<file path="config.mk">
export PLATFORM = sky130hd
export DESIGN_NAME = timer_periph
export DESIGN_NICKNAME = d
export VERILOG_FILES = /design/src/rtl/timer_pkg.sv /design/src/rtl/timer_prescaler.sv /design/src/rtl/timer_periph.sv
export SDC_FILE = /design/constraint.sdc
export NUM_CORES = 1
export LEC_CHECK = 0
export BUFFER_PORTS_ARGS = -buffer_cell sky130_fd_sc_hd__buf_2
export CAP_MARGIN = 0
export CORE_MARGIN = 2
export CORE_UTILIZATION = 45
export DETAILED_ROUTE_END_ITERATION = 10
export GPL_TIMING_DRIVEN = 1
export PLACE_DENSITY = 0.76
export RECOVER_POWER = 50
export SYNTH_ARGS = -nofsm -noshare
export SYNTH_HDL_FRONTEND = slang
export SYNTH_HIERARCHICAL = 1
export SYNTH_SLANG_ARGS = --single-unit
</file>
<file path="constraint.sdc">
create_clock -name PCLK -period 4.85 [get_ports PCLK]
set_clock_uncertainty 0.15 [all_clocks]
set_input_delay 0.485 -clock PCLK [delete_from_list [all_inputs] [get_ports PCLK]]
set_output_delay 0.485 -clock PCLK [all_outputs]
set_load 0.01 [all_outputs]
</file>
<file path="src/rtl/timer_pkg.sv">
// timer_pkg: shared register offsets, CTRL bit positions and bus FSM states for the timer
package timer_pkg;
  localparam logic [4:0] ADDR_CTRL = 5'h00;
  localparam logic [4:0] ADDR_PSC  = 5'h04;
  localparam logic [4:0] ADDR_ARR  = 5'h08;
  localparam logic [4:0] ADDR_CNT  = 5'h0C;
  localparam logic [4:0] ADDR_STAT = 5'h10;
  localparam int CTRL_EN    = 0;
  localparam int CTRL_AR    = 1;
  localparam int CTRL_IRQEN = 2;
  typedef enum logic {IDLE, ACK} bus_state_t;
endpackage

</file>
<file path="src/rtl/timer_prescaler.sv">
// timer_prescaler: divides the enabled clock by psc+1, pulsing tick on the last count
module timer_prescaler (
  input  logic        PCLK,
  input  logic        PRESET,
  input  logic        en,
  input  logic [15:0] psc,
  input  logic        clr,
  output logic        tick
);
  logic [15:0] pcnt;
  assign tick = en && (pcnt == psc);
  // count 0..psc while enabled; a register write restarts the period
  always_ff @(posedge PCLK or negedge PRESET)
    if (!PRESET) pcnt <= '0;
    else if (clr) pcnt <= '0;
    else if (en) pcnt <= tick ? '0 : pcnt + 16'd1;
endmodule

</file>
<file path="src/rtl/timer_periph.sv">
// timer_periph: APB-attached 32-bit match timer with prescaler and level interrupt
module timer_periph import timer_pkg::*; (
  input  logic        PCLK,
  input  logic        PRESET,
  input  logic [31:0] PADDR,
  input  logic        PWRITE,
  input  logic        PENABLE,
  input  logic [31:0] PWDATA,
  input  logic        PSEL,
  output logic [31:0] PRDATA,
  output logic        PREADY,
  output logic        irq
);
  bus_state_t state;
  logic [2:0]  ctrl;
  logic [15:0] psc;
  logic [31:0] arr, cnt, rdata;
  logic [4:0]  addr;
  logic        match, tick, access, wr, hit, unused;
  assign unused = ^{PADDR[31:5], PADDR[1:0]};
  assign addr   = {PADDR[4:2], 2'b00};
  assign access = (state == IDLE) && PSEL && PENABLE;
  assign wr     = access && PWRITE;
  assign hit    = tick && (cnt == arr);
  assign irq    = match && ctrl[CTRL_IRQEN];
  timer_prescaler u_psc (
    .PCLK   (PCLK),
    .PRESET (PRESET),
    .en     (ctrl[CTRL_EN]),
    .psc    (psc),
    .clr    (wr && (addr == ADDR_CNT || addr == ADDR_PSC)),
    .tick   (tick)
  );
  // read mux sees pre-update register values of the capturing edge
  always_comb
    rdata = addr == ADDR_CTRL ? {29'd0, ctrl} :
            addr == ADDR_PSC  ? {16'd0, psc} :
            addr == ADDR_ARR  ? arr :
            addr == ADDR_CNT  ? cnt :
            addr == ADDR_STAT ? {31'd0, match} : '0;
  // two-state bus handshake: one wait state, read data captured on entry to ACK
  always_ff @(posedge PCLK or negedge PRESET)
    if (!PRESET) begin
      state  <= IDLE;
      PREADY <= 1'b0;
      PRDATA <= '0;
    end else begin
      state  <= access ? ACK : IDLE;
      PREADY <= access;
      if (access) PRDATA <= rdata;
    end
  // configuration registers; a CTRL write beats the one-shot EN clear
  always_ff @(posedge PCLK or negedge PRESET)
    if (!PRESET) begin
      ctrl <= '0;
      psc  <= '0;
      arr  <= '1;
    end else begin
      if (wr && addr == ADDR_CTRL) ctrl <= PWDATA[2:0];
      else if (hit && !ctrl[CTRL_AR]) ctrl[CTRL_EN] <= 1'b0;
      if (wr && addr == ADDR_PSC) psc <= PWDATA[15:0];
      if (wr && addr == ADDR_ARR) arr <= PWDATA;
    end
  // counter and match flag; CNT writes beat increments, match set beats W1C
  always_ff @(posedge PCLK or negedge PRESET)
    if (!PRESET) begin
      cnt   <= '0;
      match <= 1'b0;
    end else begin
      if (wr && addr == ADDR_CNT) cnt <= PWDATA;
      else if (tick) cnt <= hit ? '0 : cnt + 32'd1;
      if (hit) match <= 1'b1;
      else if (wr && addr == ADDR_STAT && PWDATA[0]) match <= 1'b0;
    end
endmodule

</file>
# Word level (Yosys, flattened, before mapping)
# Index checks and enable logic that the tools add are counted.
word_totals:
  input_bits: 69
  output_inout_bits: 34
  register_bits: 134
  word_cells: 56
classes:
  reduce_logical: 21
  add_sub_neg: 2
  bitwise_logic: 1
  eq_ne: 6
  n_mux: 16
ops:
  columns: ["cell", "n"]
  rows:
  - ["32-bit 2-to-1 mux", 7]
  - ["16-bit 2-to-1 mux", 3]
  - ["32-bit by 1-bit adder with 32-bit output (second input constant)", 1]
  - ["32-bit == test", 1]
  - ["16-bit by 1-bit adder with 16-bit output (second input constant)", 1]
  - ["16-bit == test", 1]
  - ["1-bit logical AND", 14]
  - ["2-bit nonzero test", 4]
  - ["3-bit by 2-bit == test with 1-bit output (second input constant)", 2]
  - ["1-bit 2-to-1 mux", 6]
  - ["5-bit logical NOT", 1]
  - ["3-bit by 1-bit == test with 1-bit output (second input constant)", 1]
  - ["3-bit == test (second input constant)", 1]
  - ["1-bit logical NOT", 1]
  - ["1-bit logical OR", 1]
  - ["1-bit inverter", 1]

# Longest topological paths before layout
depth:
  depth_word: 8
  mapped_depth: 12
  ltp_nobuf: 10

# Modules after synthesis
# Netlist, hierarchy kept.
by_module_without_submodules:
  columns: ["module", "area_per_inst_um2", "seq_area_each_um2", "cells_each", "instances"]
  rows:
  - ["timer_periph", 6348.6, 2967.8, 637, 1]
  - ["timer_prescaler", 1099.8, 400.4, 123, 1]

# Worst setup path after synthesis
# OpenSTA, ideal clock, no wires.
synth_path:
  path_type: "reg2reg"
  from: "reg u_psc.pcnt[3]"
  to: "reg cnt[21]"
  n_path_buf: 4
  required_ps: 4580
  arrival_ps: 3151
  period_less_slack_ps: 3422
  setup_time_ps: 120
  slack_ps: 1428
  stages_incl_launch_ff: 13
  path_cell_list: "dfrtp_1 > buf_6 > xor2_1 > or4_4 > nor4b_4 > clkbuf_1 > and2_1 > and4_1 > clkbuf_1 > a31oi_1 > buf_2 > a32o_1 > a31o_2"
synth_between:
  elab_chain_len: 6
  elab_cells_between_ends: 7
  cone_classes: "eq/ne (1); mux (3); reduce/logical (3)"
synth_lines:
  columns: ["element", "line_no", "source"]
  rows:
  - ["start: declaration", "timer_prescaler.sv:10", "logic [15:0] pcnt;"]
  - ["start signal: assignment", "timer_prescaler.sv:16", "else if (en) pcnt <= tick ? '0 : pcnt + 16'd1;"]
  - ["16-bit == test (*)", "timer_prescaler.sv:11", "assign tick = en && (pcnt == psc);"]
  - ["1-bit logical AND (*)", "timer_prescaler.sv:11", null]
  - ["named net tick", "timer_periph.sv:19", "logic match, tick, access, wr, hit, unused;"]
  - ["1-bit logical AND", "timer_periph.sv:24", "assign hit = tick && (cnt == arr);"]
  - ["32-bit 2-to-1 mux (2 in a row)", "timer_periph.sv:71", "else if (tick) cnt <= hit ? '0 : cnt + 32'd1;"]
  - ["32-bit 2-to-1 mux", "timer_periph.sv:70", "if (wr && addr == ADDR_CNT) cnt <= PWDATA;"]
  - ["end signal: assignment", "timer_periph.sv:71", null]
  - ["end: declaration", "timer_periph.sv:17", "logic [31:0] arr, cnt, rdata;"]
# The timed path passes the listed nets; every way through them passes the cells marked *. The select of a mux whose other input is x is not followed.
# A chain may end at the register's enable or synchronous reset.

# Worst setup path in the final report
layout_path:
  from: "reg u_psc.pcnt[2]"
  to: "reg cnt[21]"
# Same word-level chain as after synthesis.

==> results.txt <==
----------------------------------------------------
[Timing]
  Worst-Margin Slew ... between 2 and 3 ns
  Final setup margin ... approximately 0.77 ns
  Setup Viol. Count Final ... 0
  Final max-slew violation count ... about 140
  Slew Limit Headroom ... -70.93%
  Final hold viol count ... 0
  Post-layout minimum cycle time ... 4.084 ns
  Unrepaired setup endpoints after global routing ... no
  Sum of negative setup slack ... 0 ns
  Share of the clock period used by the worst path after layout ... approximately 84%
  Max Freq ... around 240 MHz

[Route]
  Detailed-route wire length per cell ... 18.70 um
  Initial detailed-routing violation count ... 590
  Final wirelength ... between 15 and 20 mm
  Total via count after detailed routing ... ~6100
  Count of unresolved DRC violations after routing ... 0
  Number of nets still failing antenna checks after routing ... 0
  Detailed-route vias per instance ... 5.880
  Total iterations of the first detailed-routing run ... 7

[Clock network]
  Number of buffers inserted during clock tree synthesis ... 17
  CTS hold repair buffers ... 0
  Level count of the clock H-tree ... 4
  Master cell of the clock root buffer ... clkbuf_16
  Maximum buffer depth of the clock tree ... 2
  CTS resizes ... 0
  Clock latency on the worst-skew pair ... 0.42 ns
  Count of clock tree sinks ... 133
  TritonCTS clock tree ... built
  Clock slew seen by the registers of the worst setup and hold paths ... 0.06 ns
  Post-CTS setup buffer count ... 0

[Logic synthesis]
  Synthesized netlist net count ... between 800 and 900
  Largest family of logic cells by synthesized area ... simple AND/OR/NAND/NOR gates
  Share of synthesized cell area in and, or, nand and nor gates ... 18.97%
  Synthesis-stage register bit count ... roughly 130
  Share of synthesized area spent on multiplexers ... a little over an eighth
  Sequential element share of the synthesized area ... 45.22%
  Post-Syn Instances ... 760
  Proportion of netlist area held by the largest area contributor ... between 30% and 40%
  Netlist cell types ... 58
  Cell accounting for the most synthesized area ... dfrtp_1
  Top post-synthesis cells by area ... dfrtp_1 34%, dfstp_2 11%, mux2_2 7.7%
  Post-synth EDFFs ... 0
  Number of warning messages in the yosys log ... 6
  Area of the mapped netlist ... 7448 um^2
  Ys flop type ... dfrtp_1
  Post-Synth XOR/XNOR Area ... approximately 7%
  Area fraction in compound gates after synthesis ... 11.88%
  Post-Synth Adder-Cell Area ... 0.3360%
  Post-synthesis area per instance ... a little under 10 um^2
  Post-synth ARST share ... between 90% and 100%

[Place]
  Number of instances in the placed design ... 1010
  Count of input and output buffers ... 73
  Placed wire-length estimate ... around 13 mm
  GP Congestion ... around 0.94
  Worst slack at placement ... 0.8745 ns

[Setup path]
  CP endpoint kind ... flip-flop
  Register-to-Register Setup Slack ... around 0.77 ns
  Startpoint type of the worst setup path ... flip-flop
  Kind of critical path ... reg2reg
  Signal arrival time at the worst endpoint ... roughly 4.3 ns
  Worst r2r path cells ... 9
  Crit Reg-Reg Endpoint ... cnt[21]$_DFFE_PN0P_
  Largest fanout on the critical path ... 20
  Required time worst endpoint ... 5.02 ns
  Worst R2R Start ... u_psc/pcnt[2]$_DFFE_PN0P_

[Worst hold path]
  Depth of the worst hold-timing path ... 2
  Hold Crit Class ... in2reg
  Hold Startpoint ... PWDATA[28]
  Hold-critical path endpoint ... cnt[28]$_DFFE_PN0P_

[Floorplan]
  Horizontal die dimension ... about 130 um
  Placeable core area ... 16410 um^2
  Starting density of the core ... about 45%
  Count of pins on the block boundary ... 103
  Height of the die ... 132.7 um
  Number of placement rows ... 47
  Die Area ... ~18000 um^2

[Job]
  Max-cap viol count ... 2

[GRT]
  Via count of the first global-routing pass ... 5894
  First-pass GRT wire length ... between 30 and 40 mm
  Maximum number of pins on one net before global-route repair ... 105
  Overall track demand over capacity in global routing ... between 20 and 25%
  Antenna violations before repair ... 0
  Total grt overflow ... 0

[Power]
  Total power ... 3.583 mW
  IR drop worst, VDD ... ~0.28 mV
  Leakage ... 3.643 nW
  Ratio of total power to cell area ... between 400 and 500 nW/um^2

[Layout]
  Fraction of final layout cells with drive strength greater than 1 ... approximately a quarter
  Total area of multi-input combinational cells ... slightly below 4000 um^2
  Final std cells w/o fill ... roughly 1000
  Area overhead of the layout relative to synthesis ... 14.63%
  Register cell area after layout ... 3368 um^2
  Filler instances ... approximately 1500
  Post-route core utilization ... a little over half
  Post-layout nets ... 880

[Status]
  Violated checks ... capacitance limit, slew limit
  Outcome ... complete, but fails checks

----------------------------------------------------
==> flip-flops by register name, indices dropped and copies added, names as in the netlist <==
signal      cells
PREADY          1
psc            16
cnt            32
match           1
PRDATA         32
u_psc/pcnt     16
ctrl            3
arr            32
==> Yosys cell counts, types with 2 or more instances <==
| library cell | count |
|---|---|
| a31oi_1 | 12 |
| nand4_1 | 16 |
| and3_1 | 10 |
| or3_1 | 5 |
| nand3_1 | 28 |
| xnor2_1 | 18 |
| or4_4 | 2 |
| mux2_2 | 51 |
| a211o_1 | 2 |
| or4_2 | 2 |
| o32ai_1 | 2 |
| o22ai_1 | 2 |
| nor2_1 | 57 |
| and2_1 | 3 |
| a22o_1 | 6 |
| inv_1 | 6 |
| nand2_1 | 65 |
| mux4_2 | 2 |
| buf_2 | 8 |
| dfstp_2 | 32 |
| dfrtp_1 | 101 |
| ha_1 | 2 |
| buf_1 | 2 |
| nand3b_1 | 6 |
| nor4_1 | 24 |
| a21oi_1 | 30 |
| and4_1 | 4 |
| or4_1 | 4 |
| a32o_1 | 7 |
| a22oi_1 | 2 |
| nor2b_1 | 3 |
| nor3_1 | 24 |
| nor4b_1 | 3 |
| mux2i_1 | 38 |
| o21ai_0 | 59 |
| a31o_2 | 12 |
| nand2b_1 | 2 |
| or2_2 | 6 |
| clkbuf_1 | 44 |
| xor2_1 | 40 |
==> per-stage QoR <==
stage / instance area, um^2 / hold WS [ns]
2_1_floorplan: 7448 / 0.03941
6_report: 8538 / 0.1542
3_5_place_dp: 7973 / 0.3149
3_3_place_gp: 7973 / 0.3061
5_1_grt: 8536 / 0.1569
4_1_cts: 8567 / 0.06849
==> routing by layer <==
metal	routed length, um	vias up	global-route usage (%)	part of all wire, %
met3	1156	32	4.674	5.9
met5	0	-	0	0
li1	-	2867	-	-
met2	9023	226	35.38	46
met4	488	0	10.22	2.5
met1	8838	3008	31.17	45
==> power breakdown <==
group / switching, mW / internal, mW / leakage [nW]
clock: 0.477 / 0.801 / 0.293
sequential: 0.233 / 1.33 / 1.61
combinational: 0.405 / 0.337 / 1.74
==> cell usage in the layout (no fill, tap or decap), drive strengths merged, types with 17 or more instances in the layout <==
master  count
nand2      65
nor3       25
nand4      17
xor2       40
a21oi      30
dfrtp     101
o21ai      59
clkbuf     45
xnor2      18
nand3      28
dfstp      32
nor4       24
nor2       58
mux2i      38
mux2       51
buf        66
==> logic make-up (layout without fill, tap and decap cells) <==
group / Yosys count / count (layout)
buffers and inverters: 62 / 124
AO/OA/AOI/OAI: 143 / 143
flip-flops: 133 / 133
XOR/XNOR: 58 / 58
other: 0 / 1
AND/OR/NAND/NOR: 271 / 271
multiplexers: 91 / 91
adder cells (fa/ha/maj): 2 / 2
==> how the worst max path moves through the flow <==
stage                         startpoint                   to  slack, ns
2_1_floorplan  u_psc/pcnt[3]$_DFFE_PN0P_  cnt[21]$_DFFE_PN0P_       1.43
3_3_place_gp   u_psc/pcnt[2]$_DFFE_PN0P_  cnt[21]$_DFFE_PN0P_       0.89
3_5_place_dp   u_psc/pcnt[2]$_DFFE_PN0P_  cnt[21]$_DFFE_PN0P_       0.87
4_1_cts        u_psc/pcnt[2]$_DFFE_PN0P_  cnt[21]$_DFFE_PN0P_       0.87
5_1_grt                           PRESET   cnt[6]$_DFFE_PN0P_       0.61
6_report       u_psc/pcnt[2]$_DFFE_PN0P_  cnt[21]$_DFFE_PN0P_       0.77
==> critical path, stage by stage (launching register included) <==
cell and delay, ns:
dfrtp_1 0.45, xnor2_1 0.31, nand4_1 0.13, or4_4 0.44, nor4b_4 0.69, and2_1 0.22, and4_1 0.44, a31oi_2 0.52
a32o_1 0.42, a31o_2 0.20
==> cell type report <==
| type | count | share of cell area (%) |
|---|---|---|
| Clock inverter | 6 | 0.7620 |
| Inverter | 7 | 0.3077 |
| Timing Repair Buffer | 85 | 5.041 |
| Tap cell | 220 | 3.224 |
| Multi-Input combinational cell | 565 | 44.99 |
| Clock buffer | 26 | 6.199 |
| Sequential cell | 133 | 39.45 |
| Antenna cell | 1 | 0.02931 |
No activity file was read; power rests on OpenSTA's default activity.
